File: config.mk
export PLATFORM = sky130hd
export DESIGN_NAME = truth_table_scanner
export DESIGN_NICKNAME = d
export VERILOG_FILES = /design/src/rtl/truth_table_scanner.sv
export SDC_FILE = /design/constraint.sdc
export NUM_CORES = 1
export LEC_CHECK = 0
export ABC_AREA = 1
export CAP_MARGIN = 5
export CORE_ASPECT_RATIO = 1.2
export CORE_MARGIN = 3
export CORE_UTILIZATION = 45
export CTS_CLUSTER_SIZE = 40
export DETAILED_ROUTE_END_ITERATION = 8
export HOLD_SLACK_MARGIN = 0.05
export PLACE_DENSITY = 0.71
export SLEW_MARGIN = 15
export SYNTH_ARGS = -nofsm -noshare
export SYNTH_HDL_FRONTEND = slang
export SYNTH_SLANG_ARGS = --single-unit
File: constraint.sdc
create_clock -name clk -period 1.8 [get_ports clk]
set_input_delay 0.27 -clock clk [delete_from_list [all_inputs] [get_ports clk]]
set_output_delay 0.27 -clock clk [all_outputs]
set_load 0.03 [all_outputs]
File: src/rtl/truth_table_scanner.sv
// truth_table_scanner
//   Walks every row of a 3- or 4-variable truth table, driving the row index
//   onto {w,x,y,z} and sampling the external function result f_in. It builds a
//   minterm mask and count, then streams the index of every true row
//   (ascending) over a valid/ready interface and pulses done.
//
// Ports
//   clk, rst_n        : clock (rising edge), asynchronous active-low reset
//   start, nvars      : scan request (IDLE only); nvars 0 = 8 rows, 1 = 16 rows
//   w, x, y, z        : registered test vector, {w,x,y,z} = row index
//   f_in              : function result for the current vector
//   busy              : high whenever the FSM is not IDLE
//   mask, count       : minterm mask (bit i = f(i)) and number of minterms
//   m_valid, m_index,
//   m_ready           : minterm index stream
//   done              : one-cycle completion pulse
//   dbg_state         : current FSM state (IDLE=0, SCAN=1, EMIT=2, DONE=3)
//
// Stream handshake: a transfer happens on a rising edge where m_valid and
// m_ready are both 1. Once m_valid rises it stays high with m_index unchanged
// until that transfer; m_valid never depends on m_ready.
module truth_table_scanner (
  input  logic        clk,
  input  logic        rst_n,
  input  logic        start,
  input  logic        nvars,
  input  logic        f_in,
  input  logic        m_ready,
  output logic        w,
  output logic        x,
  output logic        y,
  output logic        z,
  output logic        busy,
  output logic [15:0] mask,
  output logic [4:0]  count,
  output logic        m_valid,
  output logic [3:0]  m_index,
  output logic        done,
  output logic [1:0]  dbg_state
);

  localparam logic [1:0] IDLE = 2'd0;
  localparam logic [1:0] SCAN = 2'd1;
  localparam logic [1:0] EMIT = 2'd2;
  localparam logic [1:0] DONE = 2'd3;

  logic [1:0]  r_state;
  logic        r_nvars;
  logic [3:0]  r_idx;    // row currently on {w,x,y,z}
  logic [3:0]  r_ptr;    // EMIT scan position over the mask
  logic [15:0] r_mask;
  logic [4:0]  r_count;

  logic [3:0]  w_last;
  logic        w_ptr_hit;
  logic        w_advance;

  assign w_last    = r_nvars ? 4'hF : 4'h7;
  assign w_ptr_hit = r_mask[r_ptr];
  // Empty positions are skipped one per cycle; set positions wait for a
  // completed handshake.
  assign w_advance = !w_ptr_hit || m_ready;

  always_ff @(posedge clk or negedge rst_n) begin
    if (!rst_n) begin
      r_state <= IDLE;
      r_nvars <= 1'b0;
      r_idx   <= 4'd0;
      r_ptr   <= 4'd0;
      r_mask  <= 16'd0;
      r_count <= 5'd0;
    end else begin
      case (r_state)
        IDLE: begin
          if (start) begin
            r_nvars <= nvars;
            r_mask  <= 16'd0;
            r_count <= 5'd0;
            r_idx   <= 4'd0;
            r_state <= SCAN;
          end
        end
        SCAN: begin
          r_mask[r_idx] <= f_in;
          r_count       <= r_count + {4'd0, f_in};
          if (r_idx == w_last) begin
            // r_idx is left at the last row so the vector holds through
            // EMIT and DONE.
            r_ptr   <= 4'd0;
            r_state <= EMIT;
          end else begin
            r_idx <= r_idx + 4'd1;
          end
        end
        EMIT: begin
          if (w_advance) begin
            if (r_ptr == w_last) begin
              r_state <= DONE;
            end else begin
              r_ptr <= r_ptr + 4'd1;
            end
          end
        end
        DONE: begin
          r_state <= IDLE;
        end
        default: begin
          r_state <= IDLE;
        end
      endcase
    end
  end

  // In 3-variable mode r_idx never exceeds 7, so w stays 0 and mask[15:8]
  // is never written.
  assign w         = r_idx[3];
  assign x         = r_idx[2];
  assign y         = r_idx[1];
  assign z         = r_idx[0];
  assign busy      = (r_state != IDLE);
  assign mask      = r_mask;
  assign count     = r_count;
  assign m_valid   = (r_state == EMIT) && w_ptr_hit;
  assign m_index   = m_valid ? r_ptr : 4'd0;
  assign done      = (r_state == DONE);
  assign dbg_state = r_state;

endmodule

======== Yosys cells after proc, flatten, opt, wreduce, memory -nomap -nowiden ========
Index checks and enable logic that the tools add are counted.
word-level totals
  input bits .............................. 6
  flip-flop bits (word level) ............. 32
  output and inout port bits .............. 34
  logic and storage cells ................. 59
operators by class
  equal/unequal tests ..................... 11
  reductions and logical operators ........ 13
  add/sub/neg operators ................... 3
  mux-type cells .......................... 23
  $lt $le $gt $ge ......................... 3
operators by type and width
  operator             number
  $pmux 16 s2          1
  $mux 4               7
  $bwmux 16            1
  $mux 16              1
  $pmux 4 s2           2
  $ne 2x2->1 const B   6
  $lt 4x5->1 const B   2
  $pmux 5 s2           1
  $add 4x1->4 const B  2
  $eq 4x4->1           2
  $mux 2               4
  $pmux 2 s4           1
  $reduce_and 4->1     2
  $reduce_bool 2->1    3
  $add 5x1->5          1
  $mux 5               1
  $bmux 1 s4           1
  $demux 1 s4          1
  $eq 2x2->1 const B   2
  $ge 4x1->1 const B   1
  $reduce_and 2->1     2
  $reduce_and 3->1     1
  $eq 2x1->1 const B   1
  $logic_and 1x1->1    2
  other kinds (4)      5

======== Longest topological paths before layout ========
  depth after elaboration ................. 6
  mapped depth ............................ 12
  depth with buffers taken out ............ 10

======== Worst setup path after synthesis ========
No wires, ideal clock.
  path kind ............................... register -> output
  start point ............................. register r_state[0] (netlist: dbg_state[0])
  end point ............................... output m_index[3]
  path buffers ............................ 0
  path slack .............................. -81 ps
  cell stages (with the launch flop) ...... 7
  data arrival time ....................... 1611 ps
  required time ........................... 1530 ps
  cell sequence ........................... dfrtp_1 inv_1 ha_1 nand2_1 inv_1 nand2_1 inv_1
on the way
  word-level cells in the longest chain between the ends .. 3
RTL lines
  element                   RTL line  text
  start: declaration        47        logic [1:0] r_state;
  start signal: assignment  66        r_state <= IDLE;
  start signal: assignment  80        r_state <= SCAN;
  start signal: assignment  90        r_state <= EMIT;
  $eq 2x2->1                123       assign m_valid = (r_state == EMIT) && w_ptr_hit;
  $logic_and 1x1->1         123
  named net m_valid         36        output logic m_valid,
  $mux 4                    124       assign m_index = m_valid ? r_ptr : 4'd0;
  end: declaration          37        output logic [3:0] m_index,
The timed path passes the listed nets, and every way through them passes these cells.

======== Worst setup path after layout ========
  start point ............................. register r_ptr[0]
  end point ............................... output m_index[3]
on the way
  word-level cells in the longest chain between the ends .. 4
RTL lines
  element                       RTL line  text
  start: declaration            50        logic [3:0] r_ptr;
  start signal: assignment      100       r_ptr <= r_ptr + 4'd1;
  $bmux 1 s4                    59        assign w_ptr_hit = r_mask[r_ptr];
  $mux 1 (not written as such)  59
  $logic_and 1x1->1             123
  $mux 4                        124
No other way between the ends. The select of a mux whose other input is x is not followed.

==> impl_metrics.tcl <==
set metrics [dict create \
    grt_pass1_wl_mm 8.85 \
    critPathArrivalTime_ns 1.68 \
    grt_pass1_vias 1984 \
    clock_latency_ns 0.29 \
    setup_viol 9 \
    area_growth_pct 40.9 \
    power_mw 4.49 \
    antenna_found_initial 0 \
    post_drt_via_cell_ratio 5.24 \
    clock_path_buffers 2 \
    finalHoldViolCount 0 \
    fp.dieArea_mm2 0.00542 \
    startpoint_type "flop" \
    syn-num-nets 285 \
    grt_overflow_total 0 \
    synth.largest_area_cell "dfrtp_1" \
    io_buffers 39 \
    relSlewSlack_pct 66.6 \
    synth-seq-area-share_pct 38.9 \
    cts-buffers-inserted 5 \
    cts-root-buf "clkbuf_8" \
    crit_type "reg -> out" \
    place.gp.congestion 0.822 \
    dp_hpwl_mm 3.71 \
    clock.fmax_ghz 0.512 \
    setup_ws_ns -0.155 \
    p_leak_nw 1.44 \
    post-place-ws_ns 0.0150 \
    design.core.area_mm2 0.00433 \
    route.detailed.drc 0 \
    rsz0062_at_grt "true" \
    num-nets-final 346 \
    status "finished with violations" \
    tritoncts "built" \
    critical_path.max_fanout 7 \
    slew_violations 0 \
    synth_common_cells "inv_1, nand2_1, dfrtp_1" \
    finClkSkew_ns 0.00480 \
    grtUsageTotal_pct 21.5 \
    critPathRequiredTime_ns 1.53 \
    worstMarginPinSlew_ns 0.500 \
    post-route-util_pct 67.0 \
    ys_types 32 \
    die_h_um 80.1 \
    ys_top_cells_by_area "dfrtp_1, inv_1, nand2_1" \
    hp-class "in -> async" \
    end_kind "primary output" \
    drtPass1Iterations 4 \
    async_flop_share_pct 100 \
    fin_area_mm2 0.00290 \
    synth_edf_count 0 \
    syn_avg_cell_area_um2 7.71 \
    postSynthCellCount 267 \
    pin_count 40 \
    min_period_ns 1.95 \
    num_vias 2016 \
    drt_iter0_drc 145 \
    fin_setup_tns_ns -0.560 \
    drtAntennaViolNets 0 \
    maxCapViolations 0 \
    start_util_pct 47.6 \
    placed_cell_area_mm2 0.00253 \
    synth_seq_cells 32 \
    drive_gt1_share_pct 25.8 \
    p_per_area_mw_per_mm2 1550 \
    synth_area_mm2 0.00206 \
    vdd_drop_max_v 0.00117 \
    violations "setup timing" \
    yosysTopAreaCellShare_pct 38.9 \
    clkSinkCount 32 \
    routed_wl_mm 5.38 \
    grt_start_max_net_pins 33 \
    htreeDepth 2 \
    wire_per_inst_um 14.0 \
    finalCritPeriodShare_pct 109 \
    rows 26 \
    clk_pin_slew_ns 0.07 \
    die_w_um 67.7 \
    yosysWarnings 0 \
    num_antenna_cells 0 \
    yosys_most_used_dff "dfrtp_1" \
]
[area by class of cell]
cell class | count | area [um2]
fill | 395 | 1430
tap | 56 | 70.1
multi-input combinational | 174 | 1130
sequential | 32 | 803
inverter | 53 | 211
timing repair buffer | 61 | 588
clock buffer | 7 | 86.3
clock inverter | 1 | 7.51
timing repair inverter | 1 | 5.00
[where the power goes]
group          switching (mW)  total [mW]  internal [mW]  leakage (nW)
Clock                   0.284       0.595          0.311        0.0445
Sequential              0.171        1.07          0.900         0.430
Combinational            1.67        2.82           1.15         0.964
Total                    2.13        4.49           2.36          1.44
[path summary, 6_finish.rpt]
check,from,endpoint,slack [ns],cells past startpoint
max in group asynchronous,rst_n,r_ptr[0],1.08,2
worst max-delay path,r_ptr[0],m_index[3],-0.15,11
worst min-delay path,rst_n,r_ptr[2],0.39,2
worst max register to register,r_ptr[0],r_ptr[0],-0.02,13
worst min register to register,mask[15],mask[15],0.56,1
min in group clk,mask[15],mask[15],0.56,1
[cells in the final DEF (no fill, tap or decap), types with 2 or more instances in the layout]
| cell | instances |
|---|---|
| a41oi_1 | 4 |
| clkdlybuf4s50_1 | 30 |
| inv_4 | 3 |
| buf_4 | 22 |
| a21oi_1 | 8 |
| ha_1 | 10 |
| nor2_1 | 15 |
| nand3_1 | 10 |
| inv_1 | 42 |
| nand2_2 | 8 |
| clkinvlp_4 | 2 |
| ha_4 | 2 |
| buf_6 | 3 |
| nor3_1 | 3 |
| buf_12 | 2 |
| nor2_4 | 2 |
| nand2_1 | 39 |
| dlymetal6s2s_1 | 2 |
| a31oi_1 | 4 |
| dfrtp_1 | 30 |
| nand4_1 | 9 |
| o21ai_0 | 22 |
| nand3_4 | 2 |
| dfrtp_2 | 2 |
| inv_2 | 6 |
| and3_1 | 2 |
| o21ai_2 | 2 |
| nand3_2 | 13 |
| nand2_4 | 4 |
| o21ai_1 | 9 |
| clkbuf_8 | 6 |
[logic make-up (layout without fill, tap and decap cells)]
| kind of cell | Yosys count | count (layout) | share of synthesized area (%) |
|---|---|---|---|
| AND/OR/NAND/NOR | 109 | 109 | 25.5 |
| XOR/XNOR | 1 | 1 | 0.426 |
| buffers and inverters | 61 | 123 | 13.0 |
| adder cells (fa/ha/maj) | 12 | 12 | 7.29 |
| AO/OA/AOI/OAI | 52 | 52 | 14.8 |
| flip-flops | 32 | 32 | 38.9 |
[flip-flops by register name, summed over array words and instances, names as in the netlist]
signal,count
mask,16
count,5
r_idx,4
r_ptr,4
dbg_state,2
r_nvars,1
[layer usage]
layer / track usage [%] / part of all wire, % / up-vias / routed length (um)
met3: 3.50 / 4.1 / 15 / 219
met4: 8.72 / 2.5 / 0 / 137
met1: 25.4 / 42 / 947 / 2260
met5: 0 / 0 / - / 0
met2: 37.9 / 51 / 61 / 2770
li1: - / - / 993 / -
[metrics by stage]
step	instances	hold WS, ns
after detailed placement	366	0.555
after floorplan	267	-0.0256
final	385	0.386
after global placement	366	0.548
after global routing	385	0.412
after CTS	379	0.402
[timing repair]
item / in CTS / in global routing
pin swaps: 13 / 13
hold buffers: 0 / 0
cloned: 0 / 1
endpoints found under the hold margin: 0 / 0
resized for setup: 28 / 20
setup endpoints to repair: 7 / 25
setup buffers: 5 / 5
[critical path, stage by stage, from the launching register on]
cell	delay, ns
dfrtp_2	0.45
buf_8	0.16
nand2_2	0.07
nand3_2	0.06
nand3_2	0.08
nand3_2	0.08
nand2_2	0.10
nand2_4	0.08
inv_2	0.06
nand2_1	0.04
inv_1	0.08
buf_6	0.13
No activity file was read; power rests on OpenSTA's default activity.
